[src/rtl/hazard_forward_ctrl_pkg.sv]
// Shared pipeline constants for the ID/EX hazard and forwarding control.
// Holds the EX operand-mux select encoding and register-address defaults.
package hazard_forward_ctrl_pkg;

    localparam int DEF_ADDR_W = 5;

    localparam logic [DEF_ADDR_W-1:0] REG_ZERO = '0;

    // EX-stage 3:1 operand mux select
    localparam logic [1:0] FWD_REG = 2'b00;
    localparam logic [1:0] FWD_WB  = 2'b01;
    localparam logic [1:0] FWD_MEM = 2'b10;

endpackage

[src/rtl/stage_tag_reg.sv]
// One pipeline tag slot {reg_write, mem_read, dst} with bubble insert.
// Ports: clk, reset (sync, high), bubble (load zeros), d (next tag), q (tag).
module stage_tag_reg
    import hazard_forward_ctrl_pkg::*;
#(
    parameter int W = DEF_ADDR_W + 2
) (
    input  logic         clk,
    input  logic         reset,
    input  logic         bubble,
    input  logic [W-1:0] d,
    output logic [W-1:0] q
);

    // An all-zero tag is a NOP: no write, no load, dst = $zero.
    always_ff @(posedge clk) begin
        if (reset || bubble) begin
            q <= '0;
        end else begin
            q <= d;
        end
    end

endmodule

[src/rtl/hazard_forward_ctrl.sv]
// ID/EX hazard control: tracks EX/MEM/WB tags, registers forward selects,
// detects load-use stalls and inserts EX bubbles on stall or flush.
// Ports: clk, reset, id_* (ID instruction fields), flush; fwd_a/fwd_b,
// stall, pc_write_en, ifid_write_en, idex_bubble.
module hazard_forward_ctrl
    import hazard_forward_ctrl_pkg::*;
#(
    parameter int ADDR_W     = DEF_ADDR_W,
    parameter int LOAD_STALL = 1
) (
    input  logic              clk,
    input  logic              reset,
    input  logic [ADDR_W-1:0] id_rs,
    input  logic [ADDR_W-1:0] id_rt,
    input  logic              id_use_rs,
    input  logic              id_use_rt,
    input  logic [ADDR_W-1:0] id_dst,
    input  logic              id_reg_write,
    input  logic              id_mem_read,
    input  logic              flush,
    output logic [1:0]        fwd_a,
    output logic [1:0]        fwd_b,
    output logic              stall,
    output logic              pc_write_en,
    output logic              ifid_write_en,
    output logic              idex_bubble
);

    localparam int TW = ADDR_W + 2;
    localparam int RW = TW - 1;
    localparam int MR = TW - 2;

    logic [TW-1:0] id_tag;
    logic [TW-1:0] ex_tag;
    logic [TW-1:0] mem_tag;
    logic [TW-1:0] wb_tag;
    logic [1:0]    cnt;
    logic          ex_rs;
    logic          ex_rt;
    logic          mem_rs;
    logic          mem_rt;
    logic          hazard;
    logic          unused_tags;

    function automatic logic hit(
        input logic [TW-1:0]     t,
        input logic [ADDR_W-1:0] r,
        input logic              used
    );
        return t[RW] && used &&
               (t[ADDR_W-1:0] != ADDR_W'(REG_ZERO)) &&
               (t[ADDR_W-1:0] == r);
    endfunction

    function automatic logic [1:0] pick(
        input logic ex_hit,
        input logic mem_hit
    );
        // the newer producer wins
        if (ex_hit) begin
            return FWD_MEM;
        end else if (mem_hit) begin
            return FWD_WB;
        end
        return FWD_REG;
    endfunction

    assign id_tag = {id_reg_write, id_mem_read, id_dst};

    stage_tag_reg #(.W(TW)) u_ex (
        .clk    (clk),
        .reset  (reset),
        .bubble (idex_bubble),
        .d      (id_tag),
        .q      (ex_tag)
    );

    stage_tag_reg #(.W(TW)) u_mem (
        .clk    (clk),
        .reset  (reset),
        .bubble (1'b0),
        .d      (ex_tag),
        .q      (mem_tag)
    );

    stage_tag_reg #(.W(TW)) u_wb (
        .clk    (clk),
        .reset  (reset),
        .bubble (1'b0),
        .d      (mem_tag),
        .q      (wb_tag)
    );

    // WB is covered by regfile write-before-read, so it is tracked only.
    assign unused_tags = ^{wb_tag, mem_tag[MR]};

    // Matches are evaluated one stage early: EX now becomes MEM when the
    // ID instruction reaches EX, and MEM now becomes WB.
    assign ex_rs  = hit(ex_tag, id_rs, id_use_rs);
    assign ex_rt  = hit(ex_tag, id_rt, id_use_rt);
    assign mem_rs = hit(mem_tag, id_rs, id_use_rs);
    assign mem_rt = hit(mem_tag, id_rt, id_use_rt);

    assign hazard = ex_tag[MR] && (ex_rs || ex_rt);

    // Reset and flush both override any pending stall.
    assign stall = !reset && !flush &&
                   ((hazard && cnt == 2'd0) || cnt != 2'd0);

    assign pc_write_en   = !stall;
    assign ifid_write_en = !stall;
    assign idex_bubble   = stall || flush;

    always_ff @(posedge clk) begin
        if (reset || flush) begin
            cnt <= 2'd0;
        end else if (cnt != 2'd0) begin
            cnt <= cnt - 2'd1;
        end else if (hazard) begin
            cnt <= 2'(LOAD_STALL - 1);
        end
    end

    always_ff @(posedge clk) begin
        if (reset || idex_bubble) begin
            fwd_a <= FWD_REG;
            fwd_b <= FWD_REG;
        end else begin
            fwd_a <= pick(ex_rs, mem_rs);
            fwd_b <= pick(ex_rt, mem_rt);
        end
    end

endmodule

[config.mk]
export PLATFORM = sky130hd
export DESIGN_NAME = hazard_forward_ctrl
export DESIGN_NICKNAME = d
export VERILOG_FILES = /design/src/rtl/hazard_forward_ctrl_pkg.sv /design/src/rtl/stage_tag_reg.sv /design/src/rtl/hazard_forward_ctrl.sv
export SDC_FILE = /design/constraint.sdc
export NUM_CORES = 1
export LEC_CHECK = 0
export ABC_AREA = 1
export CORE_UTILIZATION = 45
export DETAILED_ROUTE_END_ITERATION = 16
export HOLD_SLACK_MARGIN = 0.05
export PLACE_DENSITY_LB_ADDON = 0.12
export SYNTH_ARGS = -nofsm -noshare
export SYNTH_HDL_FRONTEND = slang
export SYNTH_SLANG_ARGS = --single-unit
[constraint.sdc]
create_clock -name clk -period 1.4 [get_ports clk]
set_input_delay 0.21 -clock clk [delete_from_list [all_inputs] [get_ports clk]]
set_output_delay 0.21 -clock clk [all_outputs]
set_load 0.01 [all_outputs]
==> results_dict.tcl, run 1 <==
set metrics [dict create \
    status "complete, but fails checks" \
    violations "setup timing" \
    worst_r2r_path_depth 13 \
    drc 0 \
    ir_drop_v 0.0005846 \
    cp_data_required_time_ns 1.19 \
    routed-via-count 1079 \
    synth_seq_cells 19 \
    first_pass_iters 4 \
    ys_warn_count 0 \
    crit_family "simple AND/OR/NAND/NOR gates" \
    pwr-share-clk 0.263 \
    hpwlAfterDp_mm 1.891 \
    worst_slack_ns -0.3616 \
    die_w_um 48.78 \
    fp-row-count 16 \
    viasPerCell 4.572 \
    cp_max_fo 4 \
    setup_violations 15 \
    maxCapViolations 0 \
    finalHoldViolations 0 \
    cts_sinks 19 \
    final_common_cell "nand2_1" \
    area_delta_synth_final_pct 54.89 \
    die-height_um 48.78 \
    synth_cell_types 20 \
    crit_path_frequent_cell "nand2_2" \
    wl_per_cell_um 10.61 \
    clk_path_buf_depth 2 \
    grt_pass1_wl_mm 4.036 \
    path_buf_inv 2 \
    clk_pin_slew_ns 0.11 \
    start_util 0.4919 \
    p_int_w 0.0007791 \
    synth.avg_cell_area_um2 6.478 \
    rsz0062_at_grt "yes" \
    worstMarginPinSlew_ns 0.2178 \
    routed_wl_mm 2.505 \
    cts_tree "yes" \
    cp_cell_sequence "clkdlybuf4s50_1, nand2_1, nand2_2, nand2_2, nor2_2, nand2_2, nand2_2, nand2_2, nand2_2, nand2_2, nand2_1, buf_2" \
    numPortBuffers 29 \
    num_antenna_cells 0 \
    grt_use_total 0.2252 \
    dieArea_mm2 0.002379 \
    grt_remaining_overflow 0 \
    drt_iter0_drc 26 \
    power_w 0.001056 \
    p_comb_frac 0.202 \
    critPathArrivalTime_ns 1.55 \
    ioPinCount 30 \
    power_switching_w 0.0002767 \
    start_kind "primary input" \
    cpPeakStageDelay_ns 0.53 \
    cts_max_level 1 \
    crit_path_top_delay_cell "clkdlybuf4s50_1" \
    pre_cts_slack_ns -0.8319 \
    nets 232 \
    mostFrequentLayoutCells "nand2_1 (38), inv_1 (26), buf_4 (25)" \
    cts_made_buffers 3 \
    grt_pass1_vias 968 \
    tns_ns -2.763 \
    grt_max_degree 12 \
    drtAntennaViolNets 0 \
    cts_root_buf "clkbuf_4" \
    fin_skew_ns 0.008037 \
    ctsHoldBuffers 0 \
    core_area_mm2 0.002002 \
    drv_slew 0 \
    final_layout_size_suffix_gt1_frac 0.3349 \
    power_density_mw_per_mm2 692.2 \
    synth_area_um2 984.7 \
    critPathKind "primary input to output pin" \
    hold_class "primary input to flip-flop" \
    fin_crit_sh 1.258 \
    cp.depth 12 \
    p_sw_frac 0.2621 \
    reg2reg_slack_ns -0.13 \
    fin_util 0.7619 \
    synth_fp_nets 174 \
    seqPwrFrac 0.535 \
    min_period_ns 1.762 \
    insertion_delay_ns 0.30 \
    gp_congestion 0.9300 \
    relSlewSlack 0.8542 \
    yosysSeqAreaShare 0.3863 \
    min_path_cells 4 \
    syn_inst 152 \
    antenna_found_initial 0 \
    leakagePower_nw 0.7786 \
    clock.fmax_mhz 567.7 \
    cp-end-kind "output pin" \
    holdWs_ns 0.3991 \
]
==> cells by family (layout without fill, tap and decap cells) <==
logic type             Yosys count  after routing  synth area share
flip-flops                      19             19            0.3863
AO/OA/AOI/OAI                    9              9           0.05592
AND/OR/NAND/NOR                 88             88            0.3990
XOR/XNOR                         2              2           0.01779
buffers and inverters           34             91            0.1410
==> worst paths after layout <==
path,startpoint,end
min reg2reg,cnt[0]$_SDFFE_PP0P_,cnt[0]$_SDFFE_PP0P_
max reg2reg,u_ex.q[2]$_SDFF_PP0_,fwd_b[1]$_SDFF_PP0_
min,id_rs[3],fwd_a[0]$_SDFF_PP0_
max,id_rs[2],idex_bubble
==> cells in the mapped netlist (all sizes together) <==
| library cell | instances | share of area |
|---|---|---|
| nand2 | 49 | 0.20 |
| inv | 32 | 0.12 |
| nor2 | 31 | 0.15 |
| dfxtp | 19 | 0.39 |
| nand3 | 5 | 0.030 |
| a21oi | 4 | 0.020 |
| buf | 2 | 0.019 |
| nand4 | 2 | 0.013 |
| xor2 | 2 | 0.018 |
| a211oi | 1 | 0.0076 |
| nor3 | 1 | 0.0051 |
| o2111ai | 1 | 0.0089 |
| o211ai | 1 | 0.0076 |
| o21ai | 1 | 0.0051 |
| o22ai | 1 | 0.0064 |
==> repair_timing <==
action | 4_1_cts | 5_1_grt
setup buffers | 3 | 4
endpoints found under the hold margin | 0 | 0
gates resized for setup | 29 | 10
endpoints found under the setup margin | 15 | 16
pin swaps | 3 | 9
cloned | 0 | 0
==> worst min-delay path, stage by stage <==
cell and delay, ns:
dlygate4sd2_1 0.24, a211oi_1 0.08, nand4_1 0.09, nor2_2 0.04
==> layout make-up <==
class                           instances  area (um^2)
Multi-Input combinational cell         99        483.0
Fill cell                             162        476.7
Timing Repair Buffer                   55        470.5
Sequential cell                        19        389.1
Inverter                               32        122.6
Tap cell                               27        33.78
Clock buffer                            4        26.28
==> stage by stage <==
stage / cells / instance area, um^2
2_1_floorplan: 152 / 984.7
3_3_place_gp: 225 / 1445
3_5_place_dp: 225 / 1445
4_1_cts: 232 / 1471
5_1_grt: 236 / 1525
6_report: 236 / 1525
==> flip-flops by register name, summed over array words and instances (netlist names) <==
register and flops:
cnt 2, fwd_b 2, fwd_a 2, u_mem.q 6, u_ex.q 7
==> power by group through the flow <==
stage | combinational [W] | clock [W] | sequential [W]
floorplan | 0.0000857 | 0 | 0.000574
global placement | 0.000206 | 0 | 0.000576
detailed placement | 0.000210 | 0 | 0.000576
CTS | 0.000205 | 0.000285 | 0.000565
global route | 0.000234 | 0.000319 | 0.000567
finish | 0.000213 | 0.000278 | 0.000565
==> layer usage <==
| layer | share of wire | vias up | global-route usage |
|---|---|---|---|
| met2 | 0.49 | 38 | 0.3773 |
| met4 | 0.029 | 0 | 0.09314 |
| li1 | - | 562 | - |
| met3 | 0.045 | 9 | 0.03738 |
| met5 | 0 | - | 0 |
| met1 | 0.44 | 470 | 0.2854 |
Power figures use the tool's default switching activity.
==> run 2: changes to the inputs <==
--- a/config.mk
+++ b/config.mk
@@ -5,8 +5,9 @@
 export SDC_FILE = /design/constraint.sdc
 export NUM_CORES = 1
 export LEC_CHECK = 0
-export ABC_AREA = 1
-export CORE_UTILIZATION = 45
+export CELL_PAD_IN_SITES_DETAIL_PLACEMENT = 1
+export CELL_PAD_IN_SITES_GLOBAL_PLACEMENT = 1
+export CORE_UTILIZATION = 32
 export DETAILED_ROUTE_END_ITERATION = 16
 export HOLD_SLACK_MARGIN = 0.05
 export PLACE_DENSITY_LB_ADDON = 0.12
==> constraint.sdc (replaced) <==
create_clock -name clk -period 1.4 [get_ports clk]
set_input_delay 0.21 -clock clk [delete_from_list [all_inputs] [get_ports clk]]
set_output_delay 0.21 -clock clk [all_outputs]
set_load 0.005 [all_outputs]
==> run 2 against run 1 <==
Compared with the run above:
- the flow still finishes with violations (setup timing)
- fmax decreased by 22%
- final cell count decreased by 21%
- utilization decreased by 14 points
- largest cell class unchanged
- critical path depth decreased by 4
- critical path type is now flip-flop to output pin
- non-clock buffer count increased by 6
- synthesized cell count decreased by 38%
- highest routed layer unchanged
==> results_dict.tcl, run 2 <==
set metrics [dict create \
    status "complete, but fails checks" \
    violations "setup timing" \
    ir_drop_v 0.0006338 \
    fin_skew_ns 0.01113 \
    clk_pin_slew_ns 0.12 \
    pwr-share-clk 0.274 \
    grt_use_total 0.2017 \
    numPortBuffers 29 \
    p_sw_frac 0.2733 \
    largest_reg_flops 7 \
    final_layout_size_suffix_gt1_frac 0.3974 \
    async_flop_share 0 \
    core_area_mm2 0.002545 \
    synth_fp_nets 116 \
    setup_violations 15 \
    synth_edf_count 0 \
    yosysSeqAreaShare 0.4276 \
    insertion_delay_ns 0.32 \
    critPathArrivalTime_ns 2.05 \
    area_delta_synth_final_pct 78.62 \
    grt_remaining_overflow 0 \
    power_switching_w 0.0002987 \
    ys_warn_count 0 \
    pre_cts_slack_ns -1.046 \
    grt_pass1_wl_mm 4.091 \
    rsz0062_at_grt "yes" \
    ys_top_cells_by_area "dfxtp_1 (43%), xor2_1 (16%), nor2_1 (5.1%)" \
    start_kind "flip-flop" \
    die_w_um 54.73 \
    top_register "u_ex.q" \
    final_common_cell "buf_4" \
    fin_util 0.6244 \
    wl_per_cell_um 17.02 \
    clk_path_buf_depth 2 \
    tns_ns -8.638 \
    grt_pass1_vias 922 \
    cts_made_buffers 3 \
    gp_congestion 0.8142 \
    leakagePower_nw 0.7118 \
    hold_class "primary input to flip-flop" \
    drv_slew 0 \
    drc 0 \
    synth.avg_cell_area_um2 9.464 \
    yosysMostFrequentCell "dfxtp_1" \
    cp-end-kind "output pin" \
    reg_top3 "u_ex.q x7, u_mem.q x6" \
    synth_top_area_cell "dfxtp_1" \
    ctsHoldBuffers 0 \
    ys.flop_type "dfxtp_1" \
    fillers 293 \
    synth_cell_types 23 \
    maxCapViolations 0 \
    antenna_found_initial 0 \
    yosysTopAreaCellShare 0.4276 \
    cts_root_buf "clkbuf_4" \
    cts_tree "yes" \
    cp_data_required_time_ns 1.19 \
    seqPwrFrac 0.518 \
    p_int_w 0.0007943 \
    fin_crit_sh 1.614 \
    cp_max_fo 3 \
    drtAntennaViolNets 0 \
    num_antenna_cells 0 \
    cts_max_level 1 \
    routed_wl_mm 3.165 \
    start_util 0.3496 \
    finalHoldViolations 0 \
    syn_inst 94 \
    ys_top_cells_by_count "dfxtp_1 (19), xor2_1 (16), nor2_1 (12), nand2_1 (9), nor2b_1 (6)" \
    synth_area_um2 889.6 \
    fp-row-count 18 \
    relSlewSlack 0.6137 \
    first_pass_iters 3 \
    place_area_mm2 0.001411 \
    hpwlAfterDp_mm 2.124 \
    drt_iter0_drc 9 \
    fin_area_mm2 0.001589 \
    mostFrequentLayoutCells "buf_4 (28), clkdlybuf4s50_1 (23), dfxtp_1 (15)" \
    grt_max_degree 12 \
    routed-via-count 926 \
    viasPerCell 4.978 \
    min_period_ns 2.260 \
    power_density_mw_per_mm2 687.9 \
    die-height_um 54.73 \
    critPathKind "flip-flop to output pin" \
    nets 179 \
    worstMarginPinSlew_ns 0.5769 \
    clock.fmax_mhz 442.5 \
    cts_sinks 19 \
    ioPinCount 30 \
    worst_slack_ns -0.8598 \
    dieArea_mm2 0.002995 \
    p_comb_frac 0.207 \
    holdWs_ns 0.4020 \
    synth_seq_cells 19 \
]
-- run 2: routing by layer --
layer,vias up,GRT usage,part of all wire
met5,-,0,0
met4,0,0.05983,0.044
met3,17,0.06111,0.057
met2,36,0.3614,0.53
met1,432,0.2248,0.36
li1,441,-,-
-- run 2: final timing paths --
check	slack, ns	from	to	cells after the start
min reg2reg	0.51	u_ex.q[6]$_SDFF_PP0_	u_mem.q[6]$_SDFF_PP0_	1
min	0.40	id_reg_write	u_ex.q[6]$_SDFF_PP0_	3
max reg2reg	-0.51	u_ex.q[4]$_SDFF_PP0_	u_ex.q[4]$_SDFF_PP0_	9
max	-0.86	u_ex.q[4]$_SDFF_PP0_	ifid_write_en	8
-- run 2: cells by family (layout without fill, tap and decap cells) --
logic type,count (synthesis),count (layout),synth area share
simple gates,43,43,0.2616
buf+inv,4,66,0.02391
flops,19,19,0.4276
compound gates,8,8,0.09003
xor+xnor,20,20,0.1969
-- run 2: layout make-up --
class / count / area [um^2] / share of cell area
Clock inverter: 1 / 5.005 / 0.003150
Multi-Input combinational cell: 71 / 601.8 / 0.3787
Timing Repair Buffer: 61 / 530.5 / 0.3339
Clock buffer: 3 / 22.52 / 0.01417
Inverter: 1 / 3.754 / 0.002362
Sequential cell: 19 / 387.9 / 0.2441
Tap cell: 30 / 37.54 / 0.02362
-- run 2: through the flow --
| stage | instances | power (W) |
|---|---|---|
| 2_1_floorplan | 94 | 0.0006405 |
| 3_3_place_gp | 175 | 0.0007655 |
| 3_5_place_dp | 175 | 0.0007738 |
| 4_1_cts | 182 | 0.001053 |
| 5_1_grt | 186 | 0.001140 |
| 6_report | 186 | 0.001093 |
-- run 2: what timing repair did --
item	in CTS	in global routing
setup endpoints to repair	15	15
resized for setup	22	18
pin swaps	7	7
buffers inserted	5	4
-- run 2: power by group through the flow --
stage	clock network, W	logic (W)	registers [W]
floorplan	0	0.0000641	0.000576
global placement	0	0.000189	0.000577
detailed placement	0	0.000196	0.000578
CTS	0.000286	0.000202	0.000565
global route	0.000332	0.000240	0.000569
finish	0.000300	0.000227	0.000567
-- run 2: worst max-delay path, cell delays in order (launching register included) --
cell and delay [ns]:
dfxtp_4 0.39, buf_6 0.13, xor2_2 0.17, nor4_2 0.30
and3_1 0.28, o211a_4 0.19, buf_6 0.10, o31ai_4 0.05
buf_2 0.14
